$ cat src/rtl/motor_cmd_ramp_pkg.sv
// rtl/motor_cmd_ramp_pkg.sv - shared motor command types and default ramp constants
package motor_cmd_ramp_pkg;

    typedef enum logic [1:0] {
        DISARMED = 2'd0,
        ARMING   = 2'd1,
        ARMED    = 2'd2,
        FAILSAFE = 2'd3
    } motor_state_t;

    localparam int PWM_PERIOD_BITS         = 8;
    localparam int DEFAULT_STEP            = 4;
    localparam int DEFAULT_ARM_PERIODS     = 16;
    localparam int DEFAULT_TIMEOUT_PERIODS = 64;

endpackage

$ cat src/rtl/pwm_period_timer.sv
// rtl/pwm_period_timer.sv - free-running PWM period counter with period-start strobe
module pwm_period_timer
    import motor_cmd_ramp_pkg::*;
(
    input  logic clk_in,
    input  logic rst_n_in,
    output logic boundary_out,
    output logic period_start_out
);

    logic [PWM_PERIOD_BITS-1:0] count_q;

    // High in the last cycle of a period: the next edge wraps the counter to 0.
    assign boundary_out = (count_q == {PWM_PERIOD_BITS{1'b1}});

    always_ff @(posedge clk_in) begin
        if (!rst_n_in) begin
            count_q          <= '0;
            period_start_out <= 1'b0;
        end else begin
            count_q          <= count_q + PWM_PERIOD_BITS'(1);
            period_start_out <= boundary_out;
        end
    end

endmodule

$ cat src/rtl/motor_cmd_ramp.sv
// rtl/motor_cmd_ramp.sv - armed, slew-limited, period-aligned duty command stage
module motor_cmd_ramp
    import motor_cmd_ramp_pkg::*;
#(
    parameter int WIDTH           = 8,
    parameter int STEP            = DEFAULT_STEP,
    parameter int MAX_DUTY        = 255,
    parameter int ARM_PERIODS     = DEFAULT_ARM_PERIODS,
    parameter int TIMEOUT_PERIODS = DEFAULT_TIMEOUT_PERIODS
) (
    input  logic             clk_in,
    input  logic             rst_n_in,
    input  logic             arm_in,
    input  logic [WIDTH-1:0] cmd_in,
    input  logic             cmd_valid_in,
    output logic             cmd_ready_out,
    output logic [WIDTH-1:0] duty_out,
    output logic             period_start_out,
    output logic             armed_out,
    output logic             failsafe_out
);

    localparam int ARM_W = $clog2(ARM_PERIODS + 1);
    localparam int TMO_W = $clog2(TIMEOUT_PERIODS + 1);
    localparam logic [ARM_W-1:0] ARM_LAST = ARM_W'(ARM_PERIODS - 1);
    localparam logic [TMO_W-1:0] TMO_LAST = TMO_W'(TIMEOUT_PERIODS - 1);
    localparam logic [WIDTH:0]   STEP_EXT = (WIDTH + 1)'(STEP);
    localparam logic [WIDTH:0]   MAX_EXT  = (WIDTH + 1)'(MAX_DUTY);

    motor_state_t     state_q, state_d;
    logic [WIDTH-1:0] duty_q, duty_d, target_q, target_d;
    logic [ARM_W-1:0] arm_cnt_q, arm_cnt_d;
    logic [TMO_W-1:0] tmo_cnt_q, tmo_cnt_d;
    logic             boundary;
    logic             transfer;
    logic [WIDTH-1:0] cmd_clamped;
    logic [WIDTH-1:0] ramp_next;
    logic [WIDTH:0]   duty_ext, target_ext, up_sum;

    pwm_period_timer u_timer (
        .clk_in           (clk_in),
        .rst_n_in         (rst_n_in),
        .boundary_out     (boundary),
        .period_start_out (period_start_out)
    );

    assign transfer    = cmd_valid_in && cmd_ready_out;
    assign cmd_clamped = ({1'b0, cmd_in} > MAX_EXT) ? MAX_EXT[WIDTH-1:0] : cmd_in;

    // One slew step toward the target, computed one bit wider so nothing wraps.
    always_comb begin
        duty_ext   = {1'b0, duty_q};
        target_ext = {1'b0, target_q};
        up_sum     = duty_ext + STEP_EXT;
        ramp_next  = duty_q;
        if (duty_ext < target_ext) begin
            ramp_next = (up_sum > target_ext) ? target_q : up_sum[WIDTH-1:0];
        end else if (duty_ext > target_ext) begin
            ramp_next = (duty_ext > target_ext + STEP_EXT) ? duty_q - WIDTH'(STEP) : target_q;
        end
    end

    always_comb begin
        state_d   = state_q;
        duty_d    = duty_q;
        target_d  = target_q;
        arm_cnt_d = arm_cnt_q;
        tmo_cnt_d = tmo_cnt_q;
        if (!arm_in) begin
            state_d  = DISARMED;
            duty_d   = '0;
            target_d = '0;
        end else begin
            case (state_q)
                DISARMED: begin
                    duty_d    = '0;
                    target_d  = '0;
                    arm_cnt_d = '0;
                    state_d   = ARMING;
                end
                ARMING: begin
                    duty_d   = '0;
                    target_d = '0;
                    if (boundary) begin
                        if (arm_cnt_q == ARM_LAST) begin
                            state_d   = ARMED;
                            tmo_cnt_d = '0;
                        end else begin
                            arm_cnt_d = arm_cnt_q + ARM_W'(1);
                        end
                    end
                end
                ARMED: begin
                    if (boundary) duty_d = ramp_next;
                    if (transfer) begin
                        target_d  = cmd_clamped;
                        tmo_cnt_d = '0;
                    end else if (boundary) begin
                        if (tmo_cnt_q == TMO_LAST) begin
                            state_d  = FAILSAFE;
                            target_d = '0;
                        end else begin
                            tmo_cnt_d = tmo_cnt_q + TMO_W'(1);
                        end
                    end
                end
                FAILSAFE: begin
                    target_d = '0;
                    if (boundary) duty_d = ramp_next;
                end
                default: begin
                    state_d  = DISARMED;
                    duty_d   = '0;
                    target_d = '0;
                end
            endcase
        end
    end

    always_ff @(posedge clk_in) begin
        if (!rst_n_in) begin
            state_q       <= DISARMED;
            duty_q        <= '0;
            target_q      <= '0;
            arm_cnt_q     <= '0;
            tmo_cnt_q     <= '0;
            cmd_ready_out <= 1'b0;
            armed_out     <= 1'b0;
            failsafe_out  <= 1'b0;
        end else begin
            state_q       <= state_d;
            duty_q        <= duty_d;
            target_q      <= target_d;
            arm_cnt_q     <= arm_cnt_d;
            tmo_cnt_q     <= tmo_cnt_d;
            cmd_ready_out <= (state_d == ARMED);
            armed_out     <= (state_d == ARMED);
            failsafe_out  <= (state_d == FAILSAFE);
        end
    end

    assign duty_out = duty_q;

endmodule

$ cat config.mk
export PLATFORM = sky130hd
export DESIGN_NAME = motor_cmd_ramp
export DESIGN_NICKNAME = d
export VERILOG_FILES = /design/src/rtl/motor_cmd_ramp_pkg.sv /design/src/rtl/pwm_period_timer.sv /design/src/rtl/motor_cmd_ramp.sv
export SDC_FILE = /design/constraint.sdc
export NUM_CORES = 1
export LEC_CHECK = 0
export BUFFER_PORTS_ARGS = -buffer_cell sky130_fd_sc_hd__buf_2
export CAP_MARGIN = 20
export CORE_ASPECT_RATIO = 0.6
export CORE_MARGIN = 10
export CORE_UTILIZATION = 53
export DETAILED_ROUTE_END_ITERATION = 12
export HOLD_SLACK_MARGIN = 0.12
export PLACE_DENSITY = 0.79
export SETUP_SLACK_MARGIN = 0.15
export SLEW_MARGIN = 20
export SYNTH_ARGS = -nofsm -noshare
export SYNTH_HDL_FRONTEND = slang
export SYNTH_SLANG_ARGS = --single-unit
$ cat constraint.sdc
create_clock -name clk_in -period 3 [get_ports clk_in]
set_clock_uncertainty 0.15 [all_clocks]
set_input_delay 0.3 -clock clk_in [delete_from_list [all_inputs] [get_ports clk_in]]
set_output_delay 0.3 -clock clk_in [all_outputs]
set_load 0.05 [all_outputs]
== Word level (Yosys, flattened, before mapping) ==
Cells that the tools add are included.

* Add/subtract/negate cells: 6
* $lt $le $gt $ge: 4
* Eq/ne operators: 16
* Muxes and demuxes: 26
* Reductions and logical operators: 12

{| class="wikitable"
|+ Operator list
! operator !! count
|-
| 8-bit two-way mux || 8
|-
| 7-bit two-way mux || 5
|-
| 8-bit one-hot mux with 2 select lines || 2
|-
| 8-bit by 3-bit adder with 9-bit output (second input constant) || 2
|-
| 7-bit one-hot mux with 2 select lines || 1
|-
| 2-bit two-way mux || 6
|-
| 5-bit two-way mux || 2
|-
| 5-bit one-hot mux with 2 select lines || 1
|-
| 8-bit by 9-bit greater-than comparator with 1-bit output || 1
|-
| 9-bit by 8-bit greater-than comparator with 1-bit output || 1
|-
| 3-bit != test (second input constant) || 3
|-
| 8-bit by 1-bit adder with 8-bit output (second input constant) || 1
|-
| 2-bit == test (second input constant) || 4
|-
| 8-bit == test (second input constant) || 1
|-
| 8-bit greater-than comparator || 1
|-
| 8-bit less-than comparator || 1
|-
| 8-bit by 3-bit subtractor with 8-bit output (second input constant) || 1
|-
| 7-bit by 1-bit adder with 7-bit output (second input constant) || 1
|-
| 7-bit by 6-bit == test with 1-bit output (second input constant) || 1
|-
| 2-bit != test (second input constant) || 3
|-
| 2-bit one-hot mux with 3 select lines || 1
|-
| 2-bit AND reduction || 3
|-
| 6-bit AND reduction || 1
|-
| 5-bit by 1-bit adder with 5-bit output (second input constant) || 1
|-
| 10 further kinds || 12
|}

* Register bits: 41
* Input bits: 12
* Output and inout bits: 12
* Logic and storage cells: 73

== Logic depth before layout (Yosys ltp) ==
Gate-level depths: netlist of the first run.

* Depth in word-level cells: 7
* Depth in mapped cells: 13
* Mapped depth without buffers: 12

== Cells and area by module ==
From an unflattened synthesis of the first run, not the netlist that was laid out.

* Cells, all modules: 305
* Area, all modules: 2,560.0 sq um

{| class="wikitable"
|+ Modules (own cells, without submodules)
! module !! times used !! cells each !! area an instance (sq um) !! seq. area each (sq um)
|-
| motor_cmd_ramp || 1 || 268 || 2,200.9 || 640.6
|-
| pwm_period_timer || 1 || 37 || 359.1 || 180.2
|}

== Worst setup path before layout of the first run ==
No wires, ideal clock.

* Kind: register to register
* Start point: register duty_q[4] (netlist: duty_out[4])
* End point: register duty_q[3] (netlist: duty_out[3])
* Arrival: 3.298 ns
* Data required time: 2.769 ns
* Path slack: -0.529 ns
* Stages on the path, launching flop included: 14
* Buffers on the path: 2
* Cells stage by stage: dfxtp_1 > clkbuf_1 > and3_1 > nand3_1 > xnor2_1 > ha_1 > nand4_1 > or3_1 > a32o_1 > a31o_1 > or2_1 > buf_6 > mux2_4 > o221ai_2

* Longest elaborated chain between the ends: 6
* Elaborated cells on any way between the ends: 13
* Classes of those cells: 1 x add/sub; 4 x order compare; 1 x eq/ne; 6 x mux; 1 x reduce/logical

{| class="wikitable"
|+ RTL lines
! what !! RTL line !! source
|-
| from (decl) || motor_cmd_ramp.sv:31 || <nowiki>logic [WIDTH-1:0] duty_q, duty_d, target_q, target_d;</nowiki>
|-
| from (signal assigned) || motor_cmd_ramp.sv:132 || <nowiki>duty_q <= duty_d;</nowiki>
|-
| 8-bit by 3-bit adder with 9-bit output or 8-bit by 9-bit greater-than comparator with 1-bit output (tied branches) || motor_cmd_ramp.sv:54, motor_cmd_ramp.sv:59 ||
|-
| 9-bit by 8-bit greater-than comparator with 1-bit output or 8-bit two-way mux (tied branches) || motor_cmd_ramp.sv:57, motor_cmd_ramp.sv:59 ||
|-
| 8-bit two-way mux (on tied branches) || motor_cmd_ramp.sv:57, motor_cmd_ramp.sv:58 ||
|-
| 8-bit two-way mux || motor_cmd_ramp.sv:56 || <nowiki>if (duty_ext < target_ext) begin</nowiki>
|-
| 8-bit two-way mux || motor_cmd_ramp.sv:94, motor_cmd_ramp.sv:109 ||
|-
| 8-bit one-hot mux with 2 select lines || motor_cmd_ramp.sv:74 || <nowiki>case (state_q)</nowiki>
|}

Several ways; a longest one is shown, not always the timed one. The select of a mux whose other input is x is not followed.
A chain may end at the register's enable or synchronous reset.

== Worst setup path after layout of the first run ==
Same ends and word-level chain as after synthesis.

==> reports/metrics.cfg, run 1 <==
[global_routing]
grt_usage_pct=17.2
grt_first_pass_wirelength_um=11100
grt_pass1_vias=2265
grt_max_degree=19
overflow=0
antenna_found_initial=0

[finish]
drive_above_1_share_pct=25.5
area_delta_synth_final_pct=31.6
layout.cells.non_filler=424
nNetsFinal=399
n_antenna_cell=0

[critical_path]
path_depth=11
crit_buf_inv=0
worst_path_max_delay_cell=dfxtp_4
critPathMaxFanout=6
path_cells=and3_4 -> nand3_4 -> xnor2_4 -> ha_4 -> nand4_1 -> or3_4 -> a32o_2 -> a31o_1 -> or2_4 -> mux2_4 -> o221ai_2
startpoint_type=flop
max_stage_delay_ps=360
crit_family=simple AND/OR/NAND/NOR gates
arrival_ps=3000
cp-end-kind=flop
reg2reg_slack_ps=70
worstPathRequired_ps=3070
reg2reg_depth=11
critPathKind=flop to flop

[placed_design]
place_hpwl_um=4920
dpl.cell_count=398
gp_congestion=0.894
portBuffers=23

[timing]
fmax_mhz=342
fin_crit_sh_pct=97.5
tightestPinTransition_ps=574
fin_crit_ps=2930
drv_slew=0
hold_violations=0
finalSetupViolations=0
rsz0062_at_grt=yes
tns_ps=0
max_slew_margin_pct=61.6

[clock_network]
cts_max_level=2
cts_buffers=5
clk_latency_ps=300
cts_root_buf=clkbuf_8
cts.reportedPaths.clkPinSlew_ps=80
cts_sinks=41
tritoncts=built
cts_buffer_depth=2

[route]
drt_iter0_markers=270
post_drt_wl_per_cell_um=16.9
firstDrtPassIters=4
drc=0
via_count=2467
vias_per_cell=5.82
ant_nets=0
drt-total-wl_um=7170

[min_path]
worstHoldPathType=primary input to flop
min_path_cells=3

[logic_synthesis]
synthFlopType=dfxtp_1
synth-edff-count=0
async_flop_share_pct=0
ys_warn_count=0
ys_seq_area_share_pct=32.2
synth_nets=340
yosysUniqueCellTypes=50
syn-cell-area_um2=2550
syn_area_per_cell_um2=8.46
synthCells=301
synth-seq-cells=41

[floorplan]
pin_count=24
die_h_um=73.7
rows=19
die_w_um=109
initial_core_util_pct=55.2
core_um2=4610
dieArea_um2=8070

[outcome]
status=finished clean

[power]
p_leak_uw=0.00135
power_uw=1040
ir_drop_mv=0.309
power_density_nw_per_um2=311

[job]
maxCapViolations=0

-- power by group --
part | switching [µW] | internal, µW | total (µW)
clock network | 206 | 249 | 455
logic | 17.9 | 18.7 | 36.6
registers | 4.94 | 545 | 550
-- Yosys cell counts (all sizes together), types with 2 or more instances --
cell	count	share of area (%)
dfxtp	41	32
nor2	29	4.3
ha	27	13
nand2	24	3.5
nand3	21	4.1
xnor2	14	4.8
a21oi	13	2.6
inv	13	1.9
xor2	10	3.4
nor3	9	1.8
a22oi	8	2.4
and2	8	2.0
and3	8	2.0
nand2b	8	2.0
nand4	7	1.7
nor2b	7	1.7
o21ai	6	1.2
clkbuf	4	0.59
o31ai	4	1.4
a31oi	3	0.74
buf	3	0.88
or3	3	0.74
a211oi	2	0.59
a21boi	2	0.59
mux2i	2	0.79
nand4b	2	0.69
o2111ai	2	0.69
o211ai	2	0.59
o221ai	2	0.93
o41ai	2	0.69
or2	2	0.49
-- timing repair --
| action | 4_1_cts | 5_1_grt |
|---|---|---|
| endpoints found under the setup margin | 8 | 8 |
| gates resized for setup | 11 | 24 |
| hold endpoints to repair | 8 | 0 |
| hold buffers | 8 | 0 |
| pin swaps | 4 | 15 |
| buffers inserted | 5 | 5 |
-- placed cells by master, fill, tap and decap left out, types with 4 or more instances in the layout --
cell type      Yosys  final
ha_4               0      5
ha_1              27     22
and2_1             8      8
and3_1             8      7
xor2_1            10     10
nor2_1            29     28
nand2_1           24     24
buf_2              0     23
nand4_1            7      7
a21oi_1           13     12
xnor2_1           14     11
dfxtp_1           41     35
inv_1             13     13
nand2b_1           8      8
a22oi_1            8      8
clkbuf_8           0      5
nor3_1             9      9
dlygate4sd3_1      0      8
nor2b_1            7      7
dfxtp_4            0      4
nand3_1           21     18
buf_4              1     24
o21ai_0            5      4
-- layout make-up --
type,count,area [µm²]
Fill cell,345,1260
Multi-Input combinational cell,240,1850
Timing Repair Buffer,59,424
Sequential cell,41,838
Inverter,13,48.8
Clock buffer,5,68.8
Tap cell,63,78.8
Clock inverter,3,46.3
-- worst paths after layout --
kind | from | endpoint
setup / recovery | duty_out[4] | duty_out[3]
hold / removal | arm_in | duty_out[2]
setup reg to reg | duty_out[4] | duty_out[3]
hold reg to reg | u_timer.count_q[0] | u_timer.count_q[0]
-- worst reg2reg max path, stage by stage, from the launching register on --
cell and delay, ps:
dfxtp_4 360, and3_4 200, nand3_4 100, xnor2_4 170
ha_4 290, nand4_1 100, or3_4 350, a32o_2 260
a31o_1 210, or2_4 270, mux2_4 270, o221ai_2 110
-- sequential cells by signal, indices dropped and copies added (netlist names) --
name                      cells
armed_out                     1
u_timer.count_q               8
tmo_cnt_q                     7
target_q                      8
state_q                       2
duty_out                      8
u_timer.period_start_out      1
arm_cnt_q                     5
failsafe_out                  1
-- cell families (layout without fill, tap and decap cells) --
| group | Yosys count | after routing | synth area share, % |
|---|---|---|---|
| compound gates | 55 | 55 | 15.6 |
| xor+xnor | 24 | 24 | 8.26 |
| fa+ha+maj | 27 | 27 | 13.3 |
| buf+inv | 20 | 80 | 3.39 |
| flops | 41 | 41 | 32.2 |
| mux | 3 | 3 | 1.38 |
| simple gates | 131 | 131 | 25.8 |
-- through the flow --
stage | hold WS (ps) | utilization (%) | worst slack [ps] | instance area, µm²
3_3_place_gp | 290 | 62.0 | 73.8 | 2860
6_report | 235 | 72.7 | 74.8 | 3350
5_1_grt | 256 | 72.7 | -64.8 | 3350
2_1_floorplan | 278 | - | -117 | 2580
3_5_place_dp | 303 | 62.0 | -60.1 | 2860
4_1_cts | 223 | 68.4 | 111 | 3150
-- per-layer routing --
metal	track usage [%]	vias to the layer above	wire, µm
met4	4.89	0	85
met2	24.8	90	3210
met1	24.0	1165	3320
li1	-	1202	-
met3	5.07	10	551
met5	0	-	0
Power figures use the tool's default switching activity.
==> run 2, diff against run 1 <==
--- a/config.mk
+++ b/config.mk
@@ -12,7 +12,7 @@
 export CORE_UTILIZATION = 53
 export DETAILED_ROUTE_END_ITERATION = 12
 export HOLD_SLACK_MARGIN = 0.12
-export PLACE_DENSITY = 0.79
+export PLACE_DENSITY_LB_ADDON = 0.15
 export SETUP_SLACK_MARGIN = 0.15
 export SLEW_MARGIN = 20
 export SYNTH_ARGS = -nofsm -noshare
==> run 2 against run 1 <==
Against the previous run: sequential power about the same; die area unchanged; non-clock buffer count decreased by 7; core utilization decreased by 5.3 points; register-to-register slack got worse by 30 ps; first-iteration DRC count decreased by 29%; cell count decreased by 1.7%; critical path depth unchanged; sequential share of layout area increased by 1.9 points; global-route usage decreased by 1.4 points; highest routed layer unchanged; maximum frequency decreased by 1.0%; hold slack improved by 15 ps.
==> reports/metrics.cfg, run 2 (synthesis gave the netlist of run 1 again) <==
[global_routing]
grt_first_pass_wirelength_um=10200  ; -7.9%
grt_max_degree=19  ; unchanged
antenna_found_initial=0  ; unchanged
grtUsageMet2_pct=20.8  ; -4.0 points
grt_usage_pct=15.8  ; -1.4 points
grt_pass1_vias=2108  ; -6.9%
overflow=0  ; unchanged
grt-busiest-layer=met1
met3_usage_pct=4.72  ; -0.35 points
met1_usage_pct=24.3  ; +0.23 points

[critical_path]
max_stage_delay_ps=380  ; +20 ps
critPathKind=flop to flop
reg2reg_depth=11  ; unchanged
worstPathRequired_ps=3060  ; about the same
arrival_ps=3020  ; +20 ps
crit_buf_inv=0  ; unchanged
cp-end-kind=flop
crit_family=simple AND/OR/NAND/NOR gates
path_cells=and3_4 -> nand3_2 -> xnor2_1 -> ha_1 -> nand4_1 -> or3_4 -> a32o_1 -> a31o_1 -> or2_4 -> mux2_4 -> o221ai_2
path_depth=11  ; unchanged
startpoint_type=flop
worst_path_max_delay_cell=dfxtp_4
critPathMaxFanout=7  ; +1

[route]
drt-total-wl_um=6370  ; -11%
via_count=2343  ; -5.0%
vias_per_cell=5.62  ; -3.4%
ant_nets=0  ; unchanged
drc=0  ; unchanged
firstDrtPassIters=5  ; +1
drt_iter0_markers=192  ; -29%
post_drt_wl_per_cell_um=15.3  ; -9.6%

[power]
pwr-share-comb_pct=3.8  ; +0.3 points
ir_drop_mv=0.260  ; -16%
total_switching_power_uw=220  ; -4.0%
seqPwrFrac_pct=58.2  ; +5.4 points
power_density_nw_per_um2=305  ; -2.0%
intPower_uw=726  ; -11%
p_leak_uw=0.00126  ; -7.0%
switching_share_pct=23.2  ; +1.3 points
pwr-share-clk_pct=38.0  ; -5.7 points

[finish]
final_util_pct=67.3  ; -5.3 points
layout_commonest_cell=dfxtp_1
n_fill_cell=386  ; +12%
nNetsFinal=392  ; -1.8%
drive_above_1_share_pct=20.6  ; -4.9 points
layout_common_cells=dfxtp_1 (36), nor2_1 (28), nand2_1 (24), ha_1 (24), buf_2 (23)
multi_input_area_um2=1700  ; -7.9%
regArea_um2=835  ; -0.45%
area_delta_synth_final_pct=21.9
n_antenna_cell=0  ; unchanged

[clock_network]
cts_buffer_depth=2  ; unchanged
cts.reportedPaths.clkPinSlew_ps=80  ; about the same
cts_max_level=2  ; unchanged
tritoncts=built
clk_latency_ps=290  ; about the same
cts_sinks=41  ; unchanged
cts_root_buf=clkbuf_8
cts_buffers=5  ; unchanged

[min_path]
worstHoldPathType=primary input to flop
min_path_cells=3  ; unchanged

[timing]
rsz0062_at_grt=yes
fin_crit_sh_pct=98.5  ; +1.0 points
hold_violations=0  ; unchanged
drv_slew=0  ; unchanged
fmax_mhz=338  ; -1.0%
finalSetupViolations=0  ; unchanged
max_slew_margin_pct=63.6  ; +2.0 points
tns_ps=0  ; unchanged
tightestPinTransition_ps=540  ; -33.3 ps
fin_crit_ps=2960  ; +30.1 ps

[placed_design]
place_hpwl_um=4860  ; -1.3%
gp_congestion=1.02  ; +14%
portBuffers=23  ; unchanged

[floorplan]
initial_core_util_pct=55.2  ; unchanged
rows=19  ; unchanged
die_h_um=73.7  ; unchanged
dieArea_um2=8070  ; unchanged
pin_count=24  ; unchanged
core_um2=4610  ; unchanged
die_w_um=109  ; unchanged

[outcome]
status=finished clean

[job]
maxCapViolations=0  ; unchanged

[run 2: metrics by stage]
stage	worst slack [ps]	instances	hold WS [ps]	power (µW)	instance area [µm²]
floorplan	-117	301	278	578	2580
global placement	93.3	396	293	591	2840
detailed placement	41.1	396	298	592	2840
CTS	125	415	241	949	3060
global route	-40.2	417	246	990	3100
finish	44.6	417	249	946	3100
[run 2: cell type report]
class                   count  area share, %
clock buffers               5           2.22
clock inverters             3          0.524
inverters                  13           1.57
multi-input cells         240           54.8
flip-flops and latches     41           26.9
well taps                  63           2.54
repair buffers             52           11.5
[run 2: power groups by stage]
stage / Clock (µW) / Combinational [µW] / Sequential, µW
floorplan: 0 / 15.2 / 563
global placement: 0 / 27.0 / 564
detailed placement: 0 / 27.8 / 564
CTS: 363 / 35.8 / 550
global route: 398 / 40.7 / 551
finish: 359 / 35.9 / 550
[run 2: worst min-delay path, delay by kind of cell]
family                 cells  cell delay, ps
AOI/OAI and AO/OA          1              50
buffers and inverters      1             140
and+or+nand+nor            1             160
[run 2: final timing paths]
check | endpoint | slack, ps | from
max | duty_out[3] | 40 | duty_out[4]
min reg2reg | tmo_cnt_q[6] | 310 | tmo_cnt_q[6]
max reg2reg | duty_out[3] | 40 | duty_out[4]
min | duty_out[2] | 250 | arm_in
[run 2: per-layer routing]
layer / up-vias / part of all wire [%]
met2: 71 / 39
met4: 0 / 0.83
met5: - / 0
met3: 8 / 8.8
li1: 1184 / -
met1: 1080 / 51
[run 2: what timing repair did]
action / in CTS / in global routing
buffers inserted: 3 / 2
setup endpoints to repair: 7 / 9
endpoints found under the hold margin: 8 / 0
resized for setup: 5 / 5
hold buffers: 8 / 0
pin swaps: 3 / 6
